### src/rtl/ti_lut_share_pipe.sv
// ti_lut_share_pipe: loadable TI share truth table evaluated through a two-register glitch-barrier pipeline
module ti_lut_share_pipe #(
  parameter int IN_W  = 8,
  parameter int OUT_W = 4
) (
  input  logic             clk,
  input  logic             rst_n,
  input  logic             cfg_start,
  input  logic             cfg_we,
  input  logic [OUT_W-1:0] cfg_data,
  input  logic             in_valid,
  input  logic [IN_W-1:0]  in,
  output logic             out_valid,
  output logic [OUT_W-1:0] out,
  output logic             load_done,
  output logic             err
);
  localparam int DEPTH = 1 << IN_W;
  localparam logic [IN_W:0] FULL = (IN_W+1)'(DEPTH);
  typedef enum logic [1:0] {EMPTY, LOAD, RUN} state_t;
  state_t state;
  logic [IN_W-1:0] ptr, wa, s1_a;
  logic [IN_W:0] cnt, cnt_nx;
  logic [OUT_W-1:0] tbl [DEPTH];
  logic wr, bad, acc, s1_v;
  // write decode: a restart in the same cycle rewinds the pointer before the write lands
  always_comb begin
    wr = cfg_we && (state == LOAD || (state == EMPTY && cfg_start));
    wa = cfg_start ? '0 : ptr;
    cnt_nx = (cfg_start ? '0 : cnt) + (IN_W+1)'(wr);
    acc = in_valid && state == RUN;
    bad = (cfg_we && state == EMPTY && !cfg_start) || ((cfg_we || cfg_start) && state == RUN) || (in_valid && state != RUN);
  end
  // load FSM with registered load_done and sticky err
  always_ff @(posedge clk or negedge rst_n) begin
    if (!rst_n) begin
      state <= EMPTY;
      ptr <= '0;
      cnt <= '0;
      load_done <= 1'b0;
      err <= 1'b0;
    end else begin
      err <= err | bad;
      if (state != RUN && (cfg_start || wr)) begin
        ptr <= wa + IN_W'(wr);
        cnt <= cnt_nx;
      end
      if (state != RUN && cfg_start) state <= LOAD;
      if (wr && cnt_nx == FULL) begin
        state <= RUN;
        load_done <= 1'b1;
      end
    end
  end
  // truth table storage, frozen once loading completes
  always_ff @(posedge clk or negedge rst_n) begin
    if (!rst_n) begin
      for (int i = 0; i < DEPTH; i++) tbl[i] <= '0;
    end else if (wr) begin
      tbl[wa] <= cfg_data;
    end
  end
  // two-register lookup: address then result, so no combinational path from in to out
  always_ff @(posedge clk or negedge rst_n) begin
    if (!rst_n) begin
      s1_v <= 1'b0;
      s1_a <= '0;
      out_valid <= 1'b0;
      out <= '0;
    end else begin
      s1_v <= acc;
      if (acc) s1_a <= in;
      out_valid <= s1_v;
      if (s1_v) out <= tbl[s1_a];
    end
  end
endmodule

### config.mk
export PLATFORM = sky130hd
export DESIGN_NAME = ti_lut_share_pipe
export DESIGN_NICKNAME = d
export VERILOG_FILES = /design/src/rtl/ti_lut_share_pipe.sv
export SDC_FILE = /design/constraint.sdc
export NUM_CORES = 2
export LEC_CHECK = 0
export ABC_AREA = 1
export CAP_MARGIN = 20
export CORE_MARGIN = 1.5
export CORE_UTILIZATION = 45
export CTS_CLUSTER_DIAMETER = 120
export DETAILED_ROUTE_END_ITERATION = 16
export PLACE_DENSITY = 0.7
export SYNTH_ARGS = -nofsm -noshare
export SYNTH_HDL_FRONTEND = slang
export SYNTH_SLANG_ARGS = --single-unit
### constraint.sdc
create_clock -name clk -period 1.8 [get_ports clk]
set_input_delay 0.36 -clock clk [delete_from_list [all_inputs] [get_ports clk]]
set_output_delay 0.36 -clock clk [all_outputs]
set_load 0.005 [all_outputs]
# --- After elaboration in Yosys (flattened, before gate mapping) ---
# Cells that the tools add are included.
op_classes:
  n_addsub: 2
  magnitude_cmp: 3
  n_eq_ne: 4
  muxes: 10
  bitwise: 3
  n_reduce_logical: 19
ops:
  columns: ["operator", "count"]
  rows:
  - ["$bwmux W1024", 1]
  - ["$bmux W4 S8", 1]
  - ["$demux W4 S8", 1]
  - ["$ge A9 B9 Y1 const B", 2]
  - ["$not A8 Y9", 2]
  - ["$mux W4", 3]
  - ["$logic_and A1 B1 Y1", 11]
  - ["$add A9 B1 Y9", 1]
  - ["$eq A9 B9 Y1 const B", 1]
  - ["$lt A9 B1 Y1 const B", 1]
  - ["$mux W9", 1]
  - ["$add A8 B1 Y8", 1]
  - ["$mux W8", 1]
  - ["$logic_or A1 B1 Y1", 5]
  - ["$mux W2", 2]
  - ["$eq A2 B1 Y1 const B", 1]
  - ["$eq A2 B2 Y1 const B", 1]
  - ["$logic_not A2 Y1", 1]
  - ["$ne A2 B2 Y1 const B", 1]
  - ["$reduce_bool A2 Y1", 1]
  - ["$logic_not A1 Y1", 1]
  - ["$or A1 B1 Y1", 1]
word_totals:
  ff_bits: 1059
  in_bits: 17
  out_inout_bits: 7
  elab_cells: 306

# --- Depth between registers and ports, before layout ---
logic_depth:
  depth_word: 8
  ltp_mapped: 16

# --- Least setup slack after synthesis ---
# No wires, ideal clock.
synth_path:
  kind: "register to register"
  from: "register state[1]"
  to: "register state[1]"
  setup_ns: 0.130
  t_arrival_ns: 1.793
  path_slack_ns: -0.123
  path_stages_with_launch: 15
  period_less_slack_ns: 1.923
  cell_sequence: "dfrtp_1 -> inv_1 -> nand3_4 -> inv_1 -> ha_1 -> inv_1 -> nor2_2 -> nand3_1 -> nor2_2 -> nand2_1 -> nor3_1 -> xor2_1 -> nor3_1 -> nand2_1 -> o21ai_0"
synth_between:
  elab_chain_cells: 8
synth_lines:
  columns: ["element", "line", "rtl"]
  rows:
  - ["start: declaration", "21", "state_t state;"]
  - ["start signal: assignment", "37", "state <= EMPTY;"]
  - ["start signal: assignment", "48", "if (state != RUN && cfg_start) state <= LOAD;"]
  - ["start signal: assignment", "50", "state <= RUN;"]
  - ["$logic_not A2 Y1", "28", "wr = cfg_we && (state == LOAD || (state == EMPTY && cfg_start));"]
  - ["$logic_and A1 B1 Y1", "28", null]
  - ["$logic_or A1 B1 Y1", "28", null]
  - ["$logic_and A1 B1 Y1", "28", null]
  - ["$add A9 B1 Y9", "30", "cnt_nx = (cfg_start ? '0 : cnt) + (IN_W+1)'(wr);"]
  - ["$eq A9 B9 Y1", "49", "if (wr && cnt_nx == FULL) begin"]
  - ["$logic_and A1 B1 Y1", "49", null]
  - ["$mux W2 / $reduce_bool A2 Y1 (equally long branches)", null, null]
# Several ways; a longest one is shown, not always the timed one.
# A chain may end at the register's enable or synchronous reset.

# --- Worst setup path after layout ---
layout_path:
  from: "register s1_a[1]"
  to: "register out[0]"
layout_between:
  elab_chain_cells: 4
layout_lines:
  columns: ["element", "line", "rtl"]
  rows:
  - ["start: declaration", "22", "logic [IN_W-1:0] ptr, wa, s1_a;"]
  - ["start signal: assignment", "72", "if (acc) s1_a <= in;"]
  - ["$not A8 Y9 (implied by the code)", "74", "if (s1_v) out <= tbl[s1_a];"]
  - ["$bmux W4 S8", "74", null]
  - ["$mux W4 (implied by the code) (2 in series)", "74", null]
  - ["end signal: assignment", "74", null]
  - ["end: declaration", "14", "output logic [OUT_W-1:0] out,"]
# Every way passes these cells. The select of a mux whose other input is x is not followed.

==> flow_summary.ini <==
[cells_and_area]
postLayoutCellArea_um2 = 66210
areaGrowthSynthToFinish_pct = 34.38
final_nets = 6360
fill_cells = 8400
post-route-util_pct = 60.91
drive_gt1_share_pct = 26.38

[drt]
finalWirelength_mm = 168.0
dr.pass1.iters = 6
routed-via-count = 46090
drc = 0
viasPerCell = 5.870
wire_per_inst_um = 21.40
drt_first_iter_violations = 5812
antenna_left = 0

[logic_synthesis]
syn_inst = 6034
synth.distinct_cells = 30
ys_warn_count = 0
synth-simple-area-share_pct = 31.43
synth_flop_cell = dfrtp_1
synth_compound_gate_area_share_pct = 10.71
synth_xor_area_share_pct = 0.1777
yosysSeqAreaShare_pct = 53.78
synth-seq-cells = 1059
synth_fa_ha_area_share_pct = 0.05078
synthMuxAreaShare_pct = 0
synth_top_family_by_area = simple AND/OR/NAND/NOR gates
synth.avg_cell_area_um2 = 8.166
synth_area_um2 = 49270
synth_edf_count = 0
syn_nets = 6053
async_flop_share_pct = 100.0

[setup_path]
start_kind = register
crit_chain = buf_6 > buf_12 > buf_12 > buf_16 > nand3_1 > nand3_1 > nand3_1 > nand3_1 > nand3_2 > nand2_4 > nand2_1 > nand3_2 > nand2_2 > nand2_1 > nand2_1
ff2ff_setup_slack_ns = -0.61
slowest_delay_ns = 0.60
cp-end-kind = register
crit_buf_inv = 4
crit_path_max_fanout = 9
crit_top_cell = nand3_1
crit_type = reg -> reg
crit_arrival_ns = 3.04
cp.required_ns = 2.44
cp_top_family = simple AND/OR/NAND/NOR gates
slowest_stage = dfrtp_4

[global_route]
antenna_found_initial = 1
overflow = 0
grt_usage_pct = 28.92
grt_first_pass_wirelength_mm = 254.7
grt_pass1_vias = 44200
grt_max_degree = 88

[job]
drv_cap = 0

[power_and_ir_drop]
p_sw_w = 0.01659
power_per_cell_area_nw_per_um2 = 887.0
seq_power_share_pct = 41.2
p_leak_nw = 28.74
combPwrFrac_pct = 17.4
power_frac_clock_pct = 41.5
switching_share_pct = 28.25
peakVddDrop_mv = 0.9397
p_int_w = 0.04214

[clock_tree]
root_buffer = clkbuf_16
cts.sinks = 1059
clock_path_buffers = 3
cts_tree = yes
clk_pin_slew_worst_paths_ns = 0.06
worst_skew_pair.late_latency_ns = 0.72
cts_buffers = 110
h-tree-depth = 3

[die]
die_y_um = 333.9
die_w_um = 333.9
row_count = 121
boundaryPins = 24
coreArea_um2 = 108700
start_util_pct = 45.33
dieArea_um2 = 111500

[sta]
slew_viol_final = 0
rsz0062_at_grt = yes
fin_hold_ws_ns = 0.2062
setup_violations = 975
slew_headroom_pct = 62.38
fin_crit_ns = 2.408
tightest_slew_ns = 0.5644
hold_viol = 0
fin_crit_sh_pct = 133.8
setup_slack_ns = -0.6081
skew_ns = 0.04638
max_freq_mhz = 415.3
tns_ns = -100.89

[status]
outcome = complete, but fails checks
violations = setup timing

[placement]
gp_congestion = 0.9178
pre_cts_slack_ns = -0.8669
hpwl_mm = 98.07
port_buffers = 23
placed_cell_area_um2 = 54340

[hold_path]
hp-class = in -> async
cell type report:
cell class                 count  area, um^2  area share, %
antenna                        1       2.502       0.003779
clock buffer                 168        3323          5.019
clock inverter                39       559.3         0.8447
inverter                      52       284.0         0.4289
multi-input combinational   4550       25640          38.73
sequential                  1059       26510          40.04
tap                         1414        1769          2.672
timing repair buffer         566        8082          12.21
timing repair inverter         2       38.79        0.05858
per-stage QoR:
stage	total power, W	instances
4_1_cts	0.05767	7806
5_1_grt	0.06037	7850
3_3_place_gp	0.03224	7474
2_1_floorplan	0.02837	6034
3_5_place_dp	0.03231	7474
6_report	0.05873	7851
power groups by stage:
stage | Combinational, W | Clock [W] | Sequential (W)
3_5_place_dp | 0.00769 | 0 | 0.0246
3_3_place_gp | 0.00763 | 0 | 0.0246
6_report | 0.0102 | 0.0243 | 0.0242
2_1_floorplan | 0.00385 | 0 | 0.0245
5_1_grt | 0.0106 | 0.0256 | 0.0242
4_1_cts | 0.00900 | 0.0245 | 0.0242
state kept, by name (all words and copies together), names as in the netlist:
signal,flops
tbl,1024
cnt,9
ptr,8
s1_a,8
out,4
state,2
err,1
load_done,1
out_valid,1
s1_v,1
synthesized netlist by cell type (4+ instances only):
| cell | instances | area share [%] |
|---|---|---|
| nand2_2 | 102 | 1.3 |
| inv_2 | 5 | 0.038 |
| dfrtp_1 | 1059 | 54 |
| o21ai_0 | 989 | 10 |
| nor2_2 | 13 | 0.17 |
| nor3_4 | 17 | 0.56 |
| clkbuf_1 | 216 | 1.6 |
| buf_2 | 78 | 0.79 |
| o21ai_1 | 58 | 0.59 |
| buf_6 | 22 | 0.50 |
| nand2_4 | 78 | 1.8 |
| nor2_1 | 43 | 0.33 |
| inv_1 | 42 | 0.32 |
| buf_4 | 10 | 0.15 |
| xor2_1 | 8 | 0.14 |
| buf_1 | 47 | 0.36 |
| nand2_1 | 2214 | 17 |
| clkinv_1 | 4 | 0.030 |
| nand3_1 | 1007 | 10 |
logic make-up (layout without fill, tap and decap cells):
kind of cell,Yosys count,after routing
simple gates,3485,3485
xor+xnor,10,10
fa+ha+maj,2,2
flops,1059,1059
other cells,0,1
buf+inv,425,827
compound gates,1053,1053
placed cells by master (no fill, tap or decap), types with 7 or more instances in the layout:
| cell | count |
|---|---|
| clkbuf_16 | 122 |
| nand3_4 | 16 |
| xor2_1 | 7 |
| nand2_1 | 1802 |
| buf_16 | 35 |
| o21ai_2 | 101 |
| nor2_2 | 21 |
| buf_12 | 203 |
| buf_8 | 7 |
| inv_1 | 21 |
| nand2_8 | 133 |
| nand2_2 | 315 |
| nor3_4 | 19 |
| nand3_1 | 824 |
| nor2_1 | 23 |
| clkdlybuf4s50_1 | 15 |
| dlygate4sd2_1 | 7 |
| dfrtp_1 | 1055 |
| buf_6 | 44 |
| bufinv_16 | 11 |
| nand2_4 | 144 |
| clkbuf_1 | 25 |
| buf_4 | 238 |
| nor2_4 | 15 |
| inv_2 | 16 |
| nand3_2 | 168 |
| clkinv_2 | 15 |
| o21ai_0 | 587 |
| o21ai_1 | 359 |
| clkbuf_8 | 31 |
path summary, 6_finish.rpt:
check                                 startpoint               endpoint  depth (start not counted)
min                                        rst_n    tbl[75]$_DFFE_PN0P_                          2
min in group clk                           in[4]    s1_a[4]$_DFFE_PN0P_                          3
max in group asynchronous                  rst_n   tbl[387]$_DFFE_PN0P_                          4
max reg2reg                  s1_a[1]$_DFFE_PN0P_     out[0]$_DFFE_PN0P_                         15
max                          s1_a[1]$_DFFE_PN0P_     out[0]$_DFFE_PN0P_                         15
min reg2reg                load_done$_DFFE_PN0P_  load_done$_DFFE_PN0P_                          2
routing by layer:
layer | vias up | GRT usage (%) | routed length, um
met4 | 0 | 14.23 | 8622
met3 | 519 | 5.236 | 15310
met1 | 22400 | 38.38 | 66790
li1 | 20780 | - | -
met2 | 2389 | 45.73 | 77300
met5 | - | 0 | 0
what timing repair did:
| action | in CTS | in global routing |
|---|---|---|
| pin swaps | 218 | 233 |
| endpoints found under the hold margin | 257 | 0 |
| gates resized for setup | 969 | 686 |
| endpoints found under the setup margin | 836 | 1039 |
| hold buffers | 1 | 0 |
| setup buffers | 99 | 41 |
| gates cloned | 27 | 10 |
Power figures use the tool's default switching activity.
